## src/rtl/fetch_stage.sv

```systemverilog
// Instruction-fetch front end: credit-limited in-order requests to instruction memory,
// a small {PC, instr} buffer towards Decode, and redirect handling that kills in-flight fetches.
module fetch_stage #(
  parameter int unsigned     XLEN         = 32,
  parameter logic [XLEN-1:0] RESET_VECTOR = '0,
  parameter int unsigned     FIFO_DEPTH   = 2
) (
  input  logic            clk,
  input  logic            reset,
  output logic            imem_req_valid,
  input  logic            imem_req_ready,
  output logic [XLEN-1:0] imem_req_addr,
  input  logic            imem_rsp_valid,
  input  logic [31:0]     imem_rsp_data,
  input  logic            redirect_valid,
  input  logic [XLEN-1:0] redirect_target,
  output logic [31:0]     InstrD,
  output logic [XLEN-1:0] PCD,
  output logic            instr_valid,
  input  logic            instr_ready
);
  localparam int unsigned   CW       = $clog2(FIFO_DEPTH + 1);
  localparam int unsigned   PW       = (FIFO_DEPTH > 1) ? $clog2(FIFO_DEPTH) : 1;
  localparam logic [CW-1:0] DEPTH_C  = CW'(FIFO_DEPTH);
  localparam logic [PW-1:0] LAST_PTR = PW'(FIFO_DEPTH - 1);

  logic [XLEN-1:0] r_pc;
  logic [XLEN-1:0] r_rsp_pc;
  logic [CW-1:0]   r_outst;
  logic [CW-1:0]   r_discard;
  logic [CW-1:0]   r_count;
  logic [PW-1:0]   r_rd_ptr;
  logic [PW-1:0]   r_wr_ptr;
  logic [XLEN-1:0] r_fifo_pc    [FIFO_DEPTH];
  logic [31:0]     r_fifo_instr [FIFO_DEPTH];

  logic [XLEN-1:0] w_target;
  logic            w_credit_ok;
  logic            w_req_valid;
  logic            w_req_fire;
  logic            w_rsp_ok;
  logic            w_push;
  logic            w_pop;
  logic            w_instr_valid;
  logic [CW-1:0]   w_outst_nxt;
  logic [CW-1:0]   w_discard_nxt;
  logic [CW-1:0]   w_count_nxt;

  function automatic logic [PW-1:0] ptr_inc(input logic [PW-1:0] p);
    if (p == LAST_PTR) begin
      return '0;
    end else begin
      return p + PW'(1'b1);
    end
  endfunction

  // Credits cover both in-flight requests and buffered words, so the buffer cannot overflow.
  assign w_target      = redirect_target & ~(XLEN'(2'b11));
  assign w_credit_ok   = ({1'b0, r_outst} + {1'b0, r_count}) < {1'b0, DEPTH_C};
  assign w_req_valid   = !reset && !redirect_valid && w_credit_ok;
  assign w_req_fire    = w_req_valid && imem_req_ready;
  assign w_rsp_ok      = imem_rsp_valid && (r_outst != '0);
  assign w_push        = w_rsp_ok && (r_discard == '0) && !redirect_valid;
  assign w_instr_valid = (r_count != '0) && !redirect_valid;
  assign w_pop         = w_instr_valid && instr_ready;

  assign imem_req_valid = w_req_valid;
  assign imem_req_addr  = r_pc;
  assign instr_valid    = w_instr_valid;
  assign InstrD         = r_fifo_instr[r_rd_ptr];
  assign PCD            = r_fifo_pc[r_rd_ptr];

  // Next values of the outstanding, discard and occupancy counters.
  always_comb begin
    w_outst_nxt   = r_outst;
    w_discard_nxt = r_discard;
    w_count_nxt   = r_count;
    case ({w_req_fire, w_rsp_ok})
      2'b10:   w_outst_nxt = r_outst + CW'(1'b1);
      2'b01:   w_outst_nxt = r_outst - CW'(1'b1);
      default: w_outst_nxt = r_outst;
    endcase
    if (redirect_valid) begin
      // Everything still in flight after this cycle's response belongs to the old path.
      w_discard_nxt = r_outst - CW'(w_rsp_ok);
      w_count_nxt   = '0;
    end else begin
      if (w_rsp_ok && (r_discard != '0)) begin
        w_discard_nxt = r_discard - CW'(1'b1);
      end else begin
        w_discard_nxt = r_discard;
      end
      case ({w_push, w_pop})
        2'b10:   w_count_nxt = r_count + CW'(1'b1);
        2'b01:   w_count_nxt = r_count - CW'(1'b1);
        default: w_count_nxt = r_count;
      endcase
    end
  end

  // PCs, counters and buffer storage.
  always_ff @(posedge clk) begin
    if (reset) begin
      r_pc      <= RESET_VECTOR;
      r_rsp_pc  <= RESET_VECTOR;
      r_outst   <= '0;
      r_discard <= '0;
      r_count   <= '0;
      r_rd_ptr  <= '0;
      r_wr_ptr  <= '0;
      for (int i = 0; i < int'(FIFO_DEPTH); i++) begin
        r_fifo_pc[i]    <= RESET_VECTOR;
        r_fifo_instr[i] <= '0;
      end
    end else begin
      r_outst   <= w_outst_nxt;
      r_discard <= w_discard_nxt;
      r_count   <= w_count_nxt;
      if (redirect_valid) begin
        r_pc     <= w_target;
        r_rsp_pc <= w_target;
        r_rd_ptr <= r_wr_ptr;
      end else begin
        if (w_req_fire) begin
          r_pc <= r_pc + XLEN'(3'd4);
        end
        if (w_push) begin
          r_rsp_pc                <= r_rsp_pc + XLEN'(3'd4);
          r_fifo_pc[r_wr_ptr]     <= r_rsp_pc;
          r_fifo_instr[r_wr_ptr]  <= imem_rsp_data;
          r_wr_ptr                <= ptr_inc(r_wr_ptr);
        end
        if (w_pop) begin
          r_rd_ptr <= ptr_inc(r_rd_ptr);
        end
      end
    end
  end
endmodule

```

## config.mk

```make
export PLATFORM = sky130hd
export DESIGN_NAME = fetch_stage
export DESIGN_NICKNAME = d
export VERILOG_FILES = /design/src/rtl/fetch_stage.sv
export SDC_FILE = /design/constraint.sdc
export NUM_CORES = 1
export LEC_CHECK = 0
export ABC_AREA = 0
export CORE_MARGIN = 2
export CORE_UTILIZATION = 48
export CTS_CLUSTER_DIAMETER = 50
export DETAILED_ROUTE_END_ITERATION = 12
export GPL_ROUTABILITY_DRIVEN = 1
export HOLD_SLACK_MARGIN = 0.02
export PLACE_DENSITY_LB_ADDON = 0.3
export SYNTH_ARGS = -nofsm -noshare
export SYNTH_HDL_FRONTEND = slang
export SYNTH_SLANG_ARGS = --single-unit
```

## constraint.sdc

```tcl
create_clock -name clk -period 4.6 [get_ports clk]
set_input_delay 0.46 -clock clk [delete_from_list [all_inputs] [get_ports clk]]
set_output_delay 0.46 -clock clk [all_outputs]
set_load 0.01 [all_outputs]
```

==> qor.yml, run 1 <==
run_status:
  status: "finished, final reports clean"
timing:
  worst_pin_slew_ns: 0.8046
  period_needed_ns: 3.307
  rsz0062_at_grt: "false"
  maxSlewHeadroom: 0.4594
  fin_crit_sh: 0.7188
  worst_clock_skew_ns: 0.01116
  timing.hold.ws_ns: 0.5422
  tns_ns: 0
  setup_violations: 0
  slew_violations: 0
  hold_viol_final: 0
  max_freq_ghz: 0.3024
worst_setup_path:
  rr_endpoint: "r_outst[1]"
  crit_required_ns: 4.96
  endpoint_kind: "flop"
  r2r_cells: 8
  timing.rr.start: "r_outst[0]"
  critPathLaunchType: "flop"
  worstSetupPathType: "flop to flop"
  cp_max_fo: 23
  arrival_ns: 3.66
  r2r_slack_ns: 1.29
logic_synthesis:
  synth_xor_area_frac: 0.02392
  synth_area_um2: 9519
  yosys.area.top_type_share: 0.3912
  synth_area_per_cell_um2: 10.99
  yosys.cell_types.count: 62
  synth_seq_cells: 193
  seq_area_frac_synth: 0.5363
  synth-adder-area-share: 0.009989
  async_flop_share: 0
  yosys.area_share.simple: 0.2129
  syn_inst: 866
  synth_top_family_by_area: "simple AND/OR/NAND/NOR gates"
  muxShareOfSynthArea: 0.07453
  synth_compound_area_frac: 0.1052
  ys.flop_type: "edfxtp_1"
  synth_edf_count: 124
  synth_area_leaders: "edfxtp_1 39%, dfxtp_1 15%, and2_1 8.1%"
  synth_top_area_cell: "edfxtp_1"
  synth_warnings: 0
cts:
  post_cts_buffers: 0
  cts_root_buffer: "clkbuf_16"
  cts_resized: 0
  numClockSinks: 193
  clk_pin_slew_worst_paths_ns: 0.07
  tritoncts: "yes"
  clk_path_buf_depth: 2
  clk_latency_ns: 0.43
  numCtsBuffers: 17
  htree_levels: 4
  cts_hold_buf: 0
worst_hold_path:
  hold_depth: 2
  min-delay-start: "r_count[1]"
  min_to: "r_count[1]"
  min_path_type: "flop to flop"
die:
  die_w_um: 144.8
  core_area_um2: 19460
  initial_core_util: 0.4891
  dieArea_um2: 20970
  rows: 51
  io-pin-count: 168
  die_y_um: 144.8
power:
  ir_drop_v: 0.0002565
  p_per_area_nw_per_um2: 345.9
  fin_total_pwr_mw: 4.135
  p_leak_nw: 4.249
finish:
  final_nets: 1076
  drive_gt1_frac: 0.1147
  syn_to_final_growth_pct: 25.57
  antennaDiodeCount: 0
run:
  maxCapViolations: 0
detailed_routing:
  ant_nets: 0
  dr.pass1.iters: 5
  wl_um: 22770
  via_per_inst: 5.698
  routed-via-count: 7271
  wl_per_cell_um: 17.85
  drtIter0Drc: 452
  drc: 0
place:
  gp_congestion: 0.8839
  io_buffers: 161
  dpl.hpwl_um: 14980
global_route:
  grt_max_degree: 63
  gr-total-overflow: 0
  grt_pass1_vias: 6977
  grt_pass1_wl_um: 35540
  antenna_found_initial: 0
  gr-usage-all-layers: 0.2185
[cell type report]
class	instances	area, µm²
clock buffers	22	454.2
clock inverters	9	158.9
fillers	1609	7510
inverters	25	93.84
multi-input cells	589	4099
flip-flops and latches	193	5106
well taps	265	331.6
repair buffers	173	1709
[logic make-up after synthesis]
group | after synthesis
compound gates | 139
mux | 63
flops | 193
buf+inv | 87
xor+xnor | 26
simple gates | 350
other cells | 1
fa+ha+maj | 7
[stage by stage]
step | setup slack (ns) | instance area (µm²) | util | std cells
global placement | 1.372 | 11340 | 0.5826 | 1245
floorplan | 0.09101 | 9530 | - | 869
global route | 1.144 | 11950 | 0.6141 | 1276
CTS | 1.333 | 11950 | 0.6141 | 1276
finish | 1.293 | 11950 | 0.6141 | 1276
detailed placement | 1.358 | 11340 | 0.5826 | 1245
[worst max-delay path, stage by stage (launching register included)]
cell     delay (ns)
dfxtp_1        0.51
and2_1         0.19
fa_1           0.45
or3b_1         0.74
nor2_1         0.43
inv_1          0.08
ha_1           0.32
or3_1          0.36
a21oi_1        0.15
[cells in the final DEF, fill, tap and decap left out, types with 7 or more instances in the layout]
| cell type | instances |
|---|---|
| clkdlybuf4s50_1 | 160 |
| edfxtp_1 | 124 |
| and2_1 | 123 |
| dfxtp_1 | 68 |
| mux2_2 | 63 |
| nand2_1 | 42 |
| nand4_1 | 28 |
| nor3_1 | 27 |
| nor2_1 | 26 |
| inv_1 | 25 |
| a21oi_1 | 22 |
| nand3_1 | 22 |
| xnor2_1 | 21 |
| a21boi_0 | 18 |
| nor4_1 | 17 |
| clkbuf_16 | 17 |
| and4_1 | 16 |
| o21ai_0 | 12 |
| a31oi_1 | 12 |
| a211oi_1 | 11 |
| o31ai_1 | 11 |
| buf_4 | 11 |
| and3_1 | 10 |
| or3_1 | 10 |
| or4_1 | 10 |
| o21bai_1 | 9 |
| o31a_1 | 7 |
[layer usage]
| metal | vias to the layer above | global-route usage | routed length, µm |
|---|---|---|---|
| li1 | 3471 | - | - |
| met1 | 3492 | 0.2902 | 10050 |
| met2 | 274 | 0.3572 | 10620 |
| met3 | 34 | 0.04344 | 1670 |
| met4 | 0 | 0.07716 | 437 |
| met5 | - | 0 | 0 |
[flip-flops by register name (all words and copies together), names as in the netlist, named ones only]
name	cells
r_fifo_instr	64
r_rd_ptr	1
r_rsp_pc	30
r_wr_ptr	1
r_discard	2
r_outst	2
r_fifo_pc	60
imem_req_addr	30
r_count	2
[cell usage after synthesis (12+ instances only)]
cell	number
nor2_1	26
dfxtp_1	69
nand2_1	42
clkbuf_1	45
nand4_1	28
xnor2_1	21
a21boi_0	18
nand3_1	22
and2_1	123
nor4_1	18
nor3_1	28
mux2_2	63
a21oi_1	22
edfxtp_1	124
a31oi_1	12
inv_1	25
o21ai_0	12
and4_1	16
[report_power, final]
group / internal (mW) / switching, mW
combinational: 0.288 / 0.256
clock: 0.923 / 0.625
sequential: 1.94 / 0.0980
[worst max path at each step]
stage,start,endpoint,slack (ns),depth (start not counted)
after global routing,r_outst[0],r_outst[1],1.14,8
after CTS,r_outst[0],r_outst[1],1.33,8
after floorplan,redirect_valid,r_fifo_instr[0][0],0.09,5
after global placement,r_outst[0],r_outst[1],1.37,8
after detailed placement,r_outst[0],r_outst[1],1.36,8
final,r_outst[0],r_outst[1],1.29,8
(Power assumes the default switching activity.)
==> run 2, diff against run 1 <==
clock period = 3 ns   (was 4.6 ns; I/O delays follow)
==> qor.yml, run 2 (synthesis results as in run 1) <==
worst_setup_path:
  r2r_slack_ns: 0.36
  worstSetupPathType: "flop to primary output"
  arrival_ns: 2.39
  path_cells: "and2_1 -> fa_1 -> nor3_1 -> clkdlybuf4s50_1"
  critPathLaunchType: "flop"
  cp_max_fo: 4
  r2r_cells: 6
  endpoint_kind: "primary output"
  max_stage_delay_ns: 0.61
  crit_required_ns: 2.70
  slowest_stage: "clkdlybuf4s50_1"
power:
  power.share.clock: 0.355
  swShare: 0.2455
  intPower_mw: 4.667
  p_comb_frac: 0.142
  p_leak_nw: 4.311
  seqPwrFrac: 0.503
  ir_drop_v: 0.0003932
  p_sw_mw: 1.519
  p_per_area_nw_per_um2: 513.6
run_status:
  status: "finished, final reports clean"
worst_hold_path:
  min_path_type: "primary input to flop"
  hold_depth: 3
cts:
  htree_levels: 4
  numClockSinks: 193
  cts_resized: 0
  clk_latency_ns: 0.43
  numCtsBuffers: 17
  clk_pin_slew_worst_paths_ns: 0.07
  cts_hold_buf: 0
  cts_root_buffer: "clkbuf_16"
  tritoncts: "yes"
  clk_path_buf_depth: 2
  post_cts_buffers: 0
finish:
  regMostFlops: "r_fifo_instr"
  drive_gt1_frac: 0.1262
  syn_to_final_growth_pct: 26.54
  final_cell_mix: "160 x clkdlybuf4s50_1, 124 x edfxtp_1, 123 x and2_1"
  final_nets: 1086
  largestRegisters: "r_fifo_instr (64), r_fifo_pc (60)"
  antennaDiodeCount: 0
  largest_register_ffs: 64
  final_common_cell: "clkdlybuf4s50_1"
die:
  core_area_um2: 19460
  initial_core_util: 0.4891
  die_y_um: 144.8
  io-pin-count: 168
  die_w_um: 144.8
  dieArea_um2: 20970
  rows: 51
global_route:
  grt_pass1_wl_um: 34820
  grt_max_degree: 63
  antenna_found_initial: 0
  grt_pass1_vias: 6892
  gr-usage-all-layers: 0.2155
  gr-total-overflow: 0
place:
  gp_congestion: 0.8845
  dpl.hpwl_um: 15190
  io_buffers: 161
detailed_routing:
  ant_nets: 0
  drtIter0Drc: 518
  routed-via-count: 7287
  wl_um: 22400
  drc: 0
  wl_per_cell_um: 17.40
  via_per_inst: 5.662
  dr.pass1.iters: 5
timing:
  fin_crit_sh: 0.8977
  worst_clock_skew_ns: 0.008524
  rsz0062_at_grt: "false"
  slew_violations: 0
  period_needed_ns: 2.693
  max_freq_ghz: 0.3713
  tns_ns: 0
  timing.hold.ws_ns: 0.3914
  setup_violations: 0
  worst_pin_slew_ns: 0.6951
  hold_viol_final: 0
  maxSlewHeadroom: 0.5346
run:
  maxCapViolations: 0
[run 2: changes by cell type in the layout (fill, tap and decap cells not counted), sizes merged]
cell and delta:
clkbuf -4, clkinv +6, buf +10, bufinv -2
inv +2, clkinvlp -1
[run 2: final cells by class]
cell class / count / area [µm²]
Inverter: 25 / 93.84
Multi-Input combinational cell: 589 / 4099
Timing Repair Buffer: 183 / 1847
Sequential cell: 193 / 5106
Fill cell: 1576 / 7417
Clock inverter: 14 / 138.9
Tap cell: 265 / 331.6
Clock buffer: 18 / 429.2
[run 2: metrics by stage]
step / instance area, µm² / utilization / setup slack (ns) / power, mW / instances
CTS: 12050 / 0.6189 / 0.3128 / 6.224 / 1287
floorplan: 9542 / - / 0.1485 / 3.589 / 869
global placement: 11480 / 0.5897 / 0.4696 / 4.025 / 1255
finish: 12050 / 0.6189 / 0.3068 / 6.186 / 1287
detailed placement: 11480 / 0.5897 / 0.3937 / 4.042 / 1255
global route: 12050 / 0.6189 / 0.2857 / 6.413 / 1287
[run 2: routing by layer]
layer  part of all wire  up-vias  global-route usage
li1                   -     3489                   -
met1               0.44     3453              0.2892
met2               0.46      313              0.3463
met3              0.084       32             0.04278
met4              0.019        0             0.08125
met5                  0        -                   0
[run 2: critical path, delay by kind of cell, from the launching register on]
kind	cells	cell delay [ns]
flip-flops	1	0.41
AND/OR/NAND/NOR	2	0.50
buffers and inverters	1	0.61
adder cells (fa/ha/maj)	1	0.45
[run 2: final timing paths]
path / to / startpoint
max: imem_req_valid / r_count[0]
min: imem_req_addr[30] / redirect_valid
max reg2reg: imem_req_addr[26] / r_count[0]
min reg2reg: imem_req_addr[20] / imem_req_addr[20]
[run 2: power groups by stage]
| stage | clock [mW] | sequential (mW) | combinational, mW |
|---|---|---|---|
| 5_1_grt | 2.33 | 3.13 | 0.948 |
| 2_1_floorplan | 0 | 3.13 | 0.456 |
| 6_report | 2.20 | 3.11 | 0.880 |
| 3_5_place_dp | 0 | 3.16 | 0.877 |
| 4_1_cts | 2.23 | 3.11 | 0.885 |
| 3_3_place_gp | 0 | 3.16 | 0.868 |
